===== src/rtl/arbitrated_request_queue.sv =====
// Per-requestor request FIFOs whose non-empty mask drives a round-robin arbiter;
// the granted head entry is popped into a single registered valid/ready output slot.
module arbitrated_request_queue #(
    parameter int NUM_REQUESTORS = 4,
    parameter int DATA_WIDTH     = 32,
    parameter int FIFO_DEPTH     = 4
) (
    input  logic                               clk,
    input  logic                               reset,
    input  logic [NUM_REQUESTORS-1:0]          in_valid,
    input  logic [NUM_REQUESTORS*DATA_WIDTH-1:0] in_data,
    output logic [NUM_REQUESTORS-1:0]          in_ready,
    output logic [NUM_REQUESTORS-1:0]          arb_request,
    output logic                               arb_update_lru,
    input  logic [NUM_REQUESTORS-1:0]          arb_grant_oh,
    output logic                               out_valid,
    output logic [DATA_WIDTH-1:0]              out_data,
    output logic [NUM_REQUESTORS-1:0]          out_source_oh,
    input  logic                               out_ready
);
    localparam int CW = $clog2(FIFO_DEPTH + 1);
    localparam int PW = $clog2(FIFO_DEPTH);
    localparam logic [CW-1:0] FULL_COUNT = CW'(FIFO_DEPTH);

    logic [NUM_REQUESTORS-1:0]            push_s;
    logic [NUM_REQUESTORS-1:0]            pop_s;
    logic [NUM_REQUESTORS*DATA_WIDTH-1:0] head_flat_s;
    logic [DATA_WIDTH-1:0]                head_sel_s;
    logic                                 load_en_s;
    logic                                 out_valid_r;
    logic [DATA_WIDTH-1:0]                out_data_r;
    logic [NUM_REQUESTORS-1:0]            out_source_oh_r;

    // A grant is only consumed when the output slot is free or draining this cycle.
    assign load_en_s      = (~out_valid_r | out_ready) & (|arb_grant_oh);
    assign pop_s          = arb_grant_oh & {NUM_REQUESTORS{load_en_s}};
    assign arb_update_lru = load_en_s;

    for (genvar g = 0; g < NUM_REQUESTORS; g++) begin : g_fifo
        logic [CW-1:0]         count_r;
        logic [PW-1:0]         wr_ptr_r;
        logic [PW-1:0]         rd_ptr_r;
        logic [DATA_WIDTH-1:0] mem_r [FIFO_DEPTH];

        assign in_ready[g]    = (count_r != FULL_COUNT);
        assign arb_request[g] = (count_r != '0);
        assign push_s[g]      = in_valid[g] & in_ready[g];
        assign head_flat_s[g*DATA_WIDTH +: DATA_WIDTH] = mem_r[rd_ptr_r];

        // Pointer and occupancy bookkeeping for this source.
        always_ff @(posedge clk) begin
            if (!reset) begin
                count_r  <= '0;
                wr_ptr_r <= '0;
                rd_ptr_r <= '0;
            end else begin
                if (push_s[g]) begin
                    wr_ptr_r <= wr_ptr_r + PW'(1);
                end else begin
                    wr_ptr_r <= wr_ptr_r;
                end
                if (pop_s[g]) begin
                    rd_ptr_r <= rd_ptr_r + PW'(1);
                end else begin
                    rd_ptr_r <= rd_ptr_r;
                end
                case ({push_s[g], pop_s[g]})
                    2'b10:   count_r <= count_r + CW'(1);
                    2'b01:   count_r <= count_r - CW'(1);
                    default: count_r <= count_r;
                endcase
            end
        end

        // Payload storage; slots are don't-care until written.
        always_ff @(posedge clk) begin
            if (push_s[g]) begin
                mem_r[wr_ptr_r] <= in_data[g*DATA_WIDTH +: DATA_WIDTH];
            end
        end
    end

    // Select the head entry of the granted source.
    always_comb begin
        head_sel_s = '0;
        for (int i = 0; i < NUM_REQUESTORS; i++) begin
            if (arb_grant_oh[i]) begin
                head_sel_s = head_sel_s | head_flat_s[i*DATA_WIDTH +: DATA_WIDTH];
            end else begin
                head_sel_s = head_sel_s;
            end
        end
    end

    // Output slot: refill on load, otherwise empty on accept, otherwise hold.
    always_ff @(posedge clk) begin
        if (!reset) begin
            out_valid_r     <= 1'b0;
            out_data_r      <= '0;
            out_source_oh_r <= '0;
        end else if (load_en_s) begin
            out_valid_r     <= 1'b1;
            out_data_r      <= head_sel_s;
            out_source_oh_r <= arb_grant_oh;
        end else if (out_valid_r & out_ready) begin
            out_valid_r     <= 1'b0;
            out_data_r      <= out_data_r;
            out_source_oh_r <= out_source_oh_r;
        end else begin
            out_valid_r     <= out_valid_r;
            out_data_r      <= out_data_r;
            out_source_oh_r <= out_source_oh_r;
        end
    end

    assign out_valid     = out_valid_r;
    assign out_data      = out_data_r;
    assign out_source_oh = out_source_oh_r;

    arbitrated_request_queue_checker #(
        .NUM_REQUESTORS(NUM_REQUESTORS)
    ) u_checker (
        .clk         (clk),
        .reset       (reset),
        .in_valid    (in_valid),
        .in_ready    (in_ready),
        .arb_request (arb_request),
        .arb_grant_oh(arb_grant_oh),
        .pop         (pop_s)
    );
endmodule

// Protocol checks on the arbiter handshake and the source push discipline.
module arbitrated_request_queue_checker #(
    parameter int NUM_REQUESTORS = 4
) (
    input logic                      clk,
    input logic                      reset,
    input logic [NUM_REQUESTORS-1:0] in_valid,
    input logic [NUM_REQUESTORS-1:0] in_ready,
    input logic [NUM_REQUESTORS-1:0] arb_request,
    input logic [NUM_REQUESTORS-1:0] arb_grant_oh,
    input logic [NUM_REQUESTORS-1:0] pop
);
    a_grant_onehot0: assert property (@(posedge clk) disable iff (!reset)
        $onehot0(arb_grant_oh));
    a_grant_requested: assert property (@(posedge clk) disable iff (!reset)
        (arb_grant_oh & ~arb_request) == '0);
    a_no_push_full: assert property (@(posedge clk) disable iff (!reset)
        (in_valid & ~in_ready) == '0);
    a_no_pop_empty: assert property (@(posedge clk) disable iff (!reset)
        (pop & ~arb_request) == '0);
endmodule


===== config.mk =====
export PLATFORM = sky130hd
export DESIGN_NAME = arbitrated_request_queue
export DESIGN_NICKNAME = d
export VERILOG_FILES = /design/src/rtl/arbitrated_request_queue.sv
export SDC_FILE = /design/constraint.sdc
export NUM_CORES = 1
export LEC_CHECK = 0
export ABC_CLOCK_PERIOD_IN_PS = 3200
export BUFFER_PORTS_ARGS = -buffer_cell sky130_fd_sc_hd__buf_4
export CAP_MARGIN = 20
export CELL_PAD_IN_SITES_DETAIL_PLACEMENT = 1
export CELL_PAD_IN_SITES_GLOBAL_PLACEMENT = 1
export CORE_ASPECT_RATIO = 1.4
export CORE_MARGIN = 10
export CORE_UTILIZATION = 35
export CTS_CLUSTER_DIAMETER = 100
export DETAILED_ROUTE_END_ITERATION = 7
export HOLD_SLACK_MARGIN = 0.1
export PLACE_DENSITY = 0.62
export SLEW_MARGIN = 25
export SYNTH_ARGS = -nofsm -noshare
export SYNTH_HDL_FRONTEND = slang
export SYNTH_SLANG_ARGS = --single-unit

===== constraint.sdc =====
create_clock -name clk -period 3.2 [get_ports clk]
set_input_delay 0.48 -clock clk [delete_from_list [all_inputs] [get_ports clk]]
set_output_delay 0.48 -clock clk [all_outputs]
set_load 0.05 [all_outputs]

Yosys cells after proc, flatten, opt, wreduce, memory -nomap -nowiden
Memories as Yosys holds them, arrays and structs flattened. A register that Yosys moved wholly into a read port is not among the register bits.
Cells that the tools add are included.
- word-level logic and storage cells: 95
- latch bits: 0
- bits in read-only memories: 0
- RAM bits: 512
- flip-flop bits (word level): 65
- memories: 4
- reduce and logical (&&, ||, !) cells: 10
- add/subtract/negate cells: 16
- muxes and demuxes: 26
- divide/modulo/power cells: 0
- $lt $le $gt $ge: 0
- multiply operators: 0
- equality and inequality tests: 12
- bitwise gates (word level): 12
- shift-type cells: 0
- memories (memory ; words ; bits a word ; rd ports ; clocked after Yosys merged registers in ; wr ports ; RTL line ; source):
    g_fifo[0].mem_r ; 4 ; 32 ; 1 ; 1 ; 1 ; 43 ; logic [DATA_WIDTH-1:0] mem_r [FIFO_DEPTH];
    g_fifo[1].mem_r ; 4 ; 32 ; 1 ; 1 ; 1 ; 43 ;
    g_fifo[2].mem_r ; 4 ; 32 ; 1 ; 1 ; 1 ; 43 ;
    g_fifo[3].mem_r ; 4 ; 32 ; 1 ; 1 ; 1 ; 43 ;
- operator list (operator ; number):
    $mux 32 ; 4
    $or 32x32->32 ; 3
    $pmux 3 s2 ; 4
    $add 2x1->2 const B ; 8
    $mux 2 ; 8
    $add 3x1->3 const B ; 4
    $ne 3x3->1 const B ; 4
    $reduce_bool 3->1 ; 4
    $sub 3x1->3 const B ; 4
    $mux 1 ; 10
    $reduce_bool 2->1 ; 5
    $eq 2x1->1 const B ; 4
    $eq 2x2->1 const B ; 4
    $and 1x1->1 ; 6
    $and 4x4->4 ; 1
    $reduce_or 4->1 ; 1
    $not 1->1 ; 1
    $or 1x1->1 ; 1

Depth between registers and ports, before layout
- depth after elaboration: 7
- gate-level depth with buffers: 10

Least setup slack after synthesis
OpenSTA, ideal clock, no wires.
- path type: register -> register
- from: reg g_fifo[0].count_r[0]
- to: reg g_fifo[0].count_r[2]
- period minus slack after synthesis: 2.544 ns
- stages on the path, launching flop included: 10
- library setup time: 0.076 ns
- required time: 3.124 ns
- path slack: 0.656 ns
- buffers on the path: 0
- arrival: 2.469 ns
- cells stage by stage: dfxtp_1 -> or3b_1 -> and2_1 -> inv_1 -> ha_1 -> inv_1 -> fa_1 -> xor2_1 -> or3_1 -> a21boi_0
- longest elaborated chain between the ends: 4
- elaborated cells between the ends (all ways): 8
- classes of those cells: add/sub (2); eq/ne (3); mux (1); bitwise (1); reduce/logical (1)
- ends and longest elaborated chain (element ; RTL line ; source):
    start, declared ; 40 ; logic [CW-1:0] count_r;
    start signal, assigned ; 68 ; 2'b10: count_r <= count_r + CW'(1);
    start signal, assigned ; 69 ; 2'b01: count_r <= count_r - CW'(1);
    start signal, assigned ; 70 ; default: count_r <= count_r;
    $ne 3x3->1 (*) ; 45 ; assign in_ready[g] = (count_r != FULL_COUNT);
    via in_ready[0] ; 12 ; output logic [NUM_REQUESTORS-1:0] in_ready,
    $and 1x1->1 (*) ; 47 ; assign push_s[g] = in_valid[g] & in_ready[g];
    $eq 2x1->1 / $eq 2x2->1 (equally long branches) ; 67 ; case ({push_s[g], pop_s[g]})
    $pmux 3 s2 / $reduce_bool 2->1 (equally long branches) ; - ;
Mark *: on every way through the listed nets, which the timed path passes. The rest lies on a longest branch.
A chain may end at the register's enable or synchronous reset.

Worst setup path after layout
- from: reg g_fifo[3].count_r[0]
- to: reg g_fifo[3].count_r[2]
- longest elaborated chain between the ends: 4
- elaborated cells between the ends (all ways): 8
- classes of those cells: add/sub (2); eq/ne (3); mux (1); bitwise (1); reduce/logical (1)
- ends and longest elaborated chain (element ; RTL line):
    start, declared ; 40
    start signal, assigned ; 68
    start signal, assigned ; 69
    start signal, assigned ; 70
    $ne 3x3->1 ; 45
    $and 1x1->1 ; 47
    $eq 2x1->1 / $eq 2x2->1 (equally long branches) ; 67
    $pmux 3 s2 / $reduce_bool 2->1 (equally long branches) ; -
Several ways; a longest one is shown, not always the timed one.

==> reports/qor.csv <==
stage;metric;value;unit
status;status;completed;
floorplanning;die-area;0.0745;mm^2
yosys;synth_compound_area_frac;0.0567;
yosys;synth-edff-count;512;
yosys;synth_nets;1371;
timing;skew;0.0193;ns
critical_path;cp.required;3.72;ns
floorplanning;rows;109;
critical_path;timing.rr.end;g_fifo[3].count_r[2]$_SDFFE_PN0P_;
final_layout;syn2layout_area_growth;24.7;%
global_route;antenna_found_initial;7;
floorplanning;ioPinCount;185;
pwr;leakage;9.55;nW
timing;report.final.slew_viol_count;0;
timing;final.setup.tns;0;ns
yosys;synthMuxAreaShare;0.124;
global_route;grt_first_pass_wirelength;93.2;mm
yosys;ys_ff_latch;585;
final_layout;drive_gt1_frac;0.237;
cts;cts_resized;0;
yosys;yosysTopAreaCellShare;0.688;
floorplanning;die_x;234;um
yosys;ys_async_sr_fraction;0;
drt;drtIter0Drc;868;
yosys;avgSynthCellArea;18.5;um^2
timing;setup_viol;0;
timing;fmax;405;MHz
critical_path;cp_cell_sequence;or3b_1 -> and2_1 -> inv_1 -> ha_1 -> inv_1 -> fa_1 -> xor2_1 -> or3_1 -> a21boi_0;
drt;dr_total_vias;12427;
placed_design;post-dp-hpwl;43.5;mm
worst_hold_path;hp-class;input port to flip-flop;
drt;wl_per_cell;26.2;um
global_route;grt_overflow;0;
critical_path;cp_max_fo;6;
placed_design;portBuffers;184;
timing;slew_headroom;0.556;
final_layout;final_cell_mix;edfxtp_1, buf_4, mux2i_1;
yosys;synthFlopType;edfxtp_1;
cts;clock_sinks;585;
final_layout;final_common_cell;edfxtp_1;
cts;clk_latency;0.61;ns
critical_path;crit_path_top_delay_cell;or3b_1;
global_route;grt_pass1_vias;13444;
placed_design;dpl-instance-area;0.0249;mm^2
final_layout;nets;1729;
yosys;synthesis.area;0.0223;mm^2
critical_path;crit_top_cell;inv_1;
yosys;synthTopCellsByArea;edfxtp_1, dfxtp_1, mux2i_1;
timing;final_hold_viol_count;0;
floorplanning;die_h;319;um
yosys;syn_inst;1208;
cts;cts_tree;built;
critical_path;cp-start-kind;flip-flop;
critical_path;r2r_start;g_fifo[3].count_r[0]$_SDFFE_PN0P_;
cts;h-tree-depth;2;
timing;fin_crit;2.47;ns
drt;routed_wl;64.2;mm
critical_path;critPathKind;flip-flop to flip-flop;
cts;cts_buffers;54;
pwr;power_density;655;mW/mm^2
drt;drc;0;
critical_path;regToRegSetupSlack;0.73;ns
critical_path;max_stage_delay;0.46;ns
timing;fin_crit_sh;0.772;
drt;vias_per_cell;5.08;
yosys;synth-adder-area-share;0.0148;
drt;postRouteAntennaNets;0;
final_layout;n_fill_cell;6090;
drt;dr.pass1.iters;5;
flow_run;maxCapViolations;0;
timing;rsz0062_at_grt;false;
worst_hold_path;holdPathStages;1;
pwr;fin_total_pwr;18.3;mW
global_route;grtUsageTotal;0.171;
global_route;grt_max_degree;70;
placed_design;gp_congestion;0.775;
final_layout;fin_area;0.0279;mm^2
critical_path;r2r.worst_path.cells;9;
timing;tightest_slew;0.667;ns
cts;cts_buffer_depth;3;
yosys;yosysWarnings;0;
yosys;synth_top_family_by_area;multiplexers;
worst_hold_path;min_to;g_fifo[0].mem_r[0][3]$_DFFE_PP_;
cts;cts_root_buf;clkbuf_16;
cts;clk_pin_slew_worst_paths;0.07;ns
floorplanning;core_area;0.0631;mm^2
critical_path;worstPathArrival;2.99;ns
yosys;synth_simple_gate_area_share;0.0227;
yosys;post_synth_xor_area_fraction;0.00784;
yosys;synth_top_cell_by_area;edfxtp_1;
yosys;ys_seq_area_frac;0.754;
yosys;yosysUniqueCellTypes;34;
floorplanning;start_util;0.354;
critical_path;crit_path_end_kind;flip-flop;
pwr;ir_drop;0.464;mV
worst_hold_path;holdCritStartpoint;in_data[3];
[critical path: cells and delay by family, from the launching register on]
kind | cells | cell delay, ns
AOI/OAI and AO/OA | 1 | 0.19
xor gates and xnor gates | 1 | 0.16
adders and majority gates | 2 | 0.55
buffers and inverters | 2 | 0.15
DFF | 1 | 0.34
and+or+nand+nor | 3 | 1.00
[kinds of logic (layout without fill, tap and decap cells)]
kind of cell    Yosys count  count (layout)
flops                   585             585
other cells               0               2
xor+xnor                 20              20
mux                     194             194
fa+ha+maj                24              24
buf+inv                  85             488
compound gates          212             212
simple gates             88              88
[synth_stat cells (all sizes together), types with 2 or more instances]
cell type,number
a211oi,32
a21boi,13
a21oi,64
and2,26
and3,16
buf,34
clkbuf,27
dfxtp,73
edfxtp,512
fa,4
ha,20
inv,24
mux2i,130
mux4,64
nand2,22
nand2b,5
nand3,4
nor2b,2
o21ai,38
o22ai,64
or3,8
or3b,4
xnor2,18
xor2,2
[power breakdown]
part	total, mW	leakage, nW	switching, mW	internal (mW)
registers	9.21	5.30	0.281	8.93
clock network	6.36	0.852	2.77	3.59
logic	2.69	3.39	1.65	1.04
[routing by layer]
layer | part of all wire | global-route usage
met5 | 0.00070 | 0
met4 | 0.031 | 0.0582
met3 | 0.067 | 0.0391
met2 | 0.51 | 0.290
met1 | 0.39 | 0.209
[area by class of cell]
| type | count | area [um^2] | share of cell area |
|---|---|---|---|
| clock buffers | 78 | 1500 | 0.0539 |
| clock inverters | 23 | 234 | 0.00840 |
| inverters | 24 | 90.1 | 0.00323 |
| diodes | 2 | 5.00 | 0.000180 |
| well taps | 832 | 1040 | 0.0374 |
| flip-flops and latches | 585 | 16800 | 0.604 |
| multi-input cells | 538 | 5070 | 0.182 |
| repair buffers | 363 | 3080 | 0.111 |
[stage by stage]
stage               hold WS (ns)  utilization  setup WS [ns]  cells
global placement           0.467        0.394          0.774   2215
global route               0.103        0.441          0.594   2445
floorplan                  0.467            -          0.656   1208
finish                     0.127        0.441          0.729   2445
detailed placement         0.472        0.394          0.700   2215
CTS                        0.101        0.441          0.728   2443
[worst max-delay path by stage]
stage | to | start | slack, ns | depth (start not counted)
floorplan | g_fifo[0].count_r[2]$_SDFFE_PN0P_ | g_fifo[0].count_r[0]$_SDFFE_PN0P_ | 0.66 | 9
global placement | arb_update_lru | arb_grant_oh[2] | 0.77 | 5
detailed placement | g_fifo[2].count_r[2]$_SDFFE_PN0P_ | out_ready | 0.70 | 9
CTS | g_fifo[3].count_r[2]$_SDFFE_PN0P_ | g_fifo[3].count_r[0]$_SDFFE_PN0P_ | 0.73 | 9
global route | g_fifo[0].count_r[2]$_SDFFE_PN0P_ | g_fifo[0].count_r[2]$_SDFFE_PN0P_ | 0.59 | 9
finish | g_fifo[3].count_r[2]$_SDFFE_PN0P_ | g_fifo[3].count_r[0]$_SDFFE_PN0P_ | 0.73 | 9
[repair_timing]
item / 4_1_cts / 5_1_grt
setup buffers: 0 / 0
hold buffers: 127 / 0
setup endpoints to repair: 0 / 0
endpoints found under the hold margin: 508 / 0
[sequential cells by signal, summed over array words and instances, names as in the netlist, named ones only]
register         flops
g_fifo.wr_ptr_r      8
g_fifo.count_r      12
out_data            32
out_source_oh        4
g_fifo.mem_r       512
g_fifo.rd_ptr_r      8
out_valid            1
No activity file was read; power rests on OpenSTA's default activity.
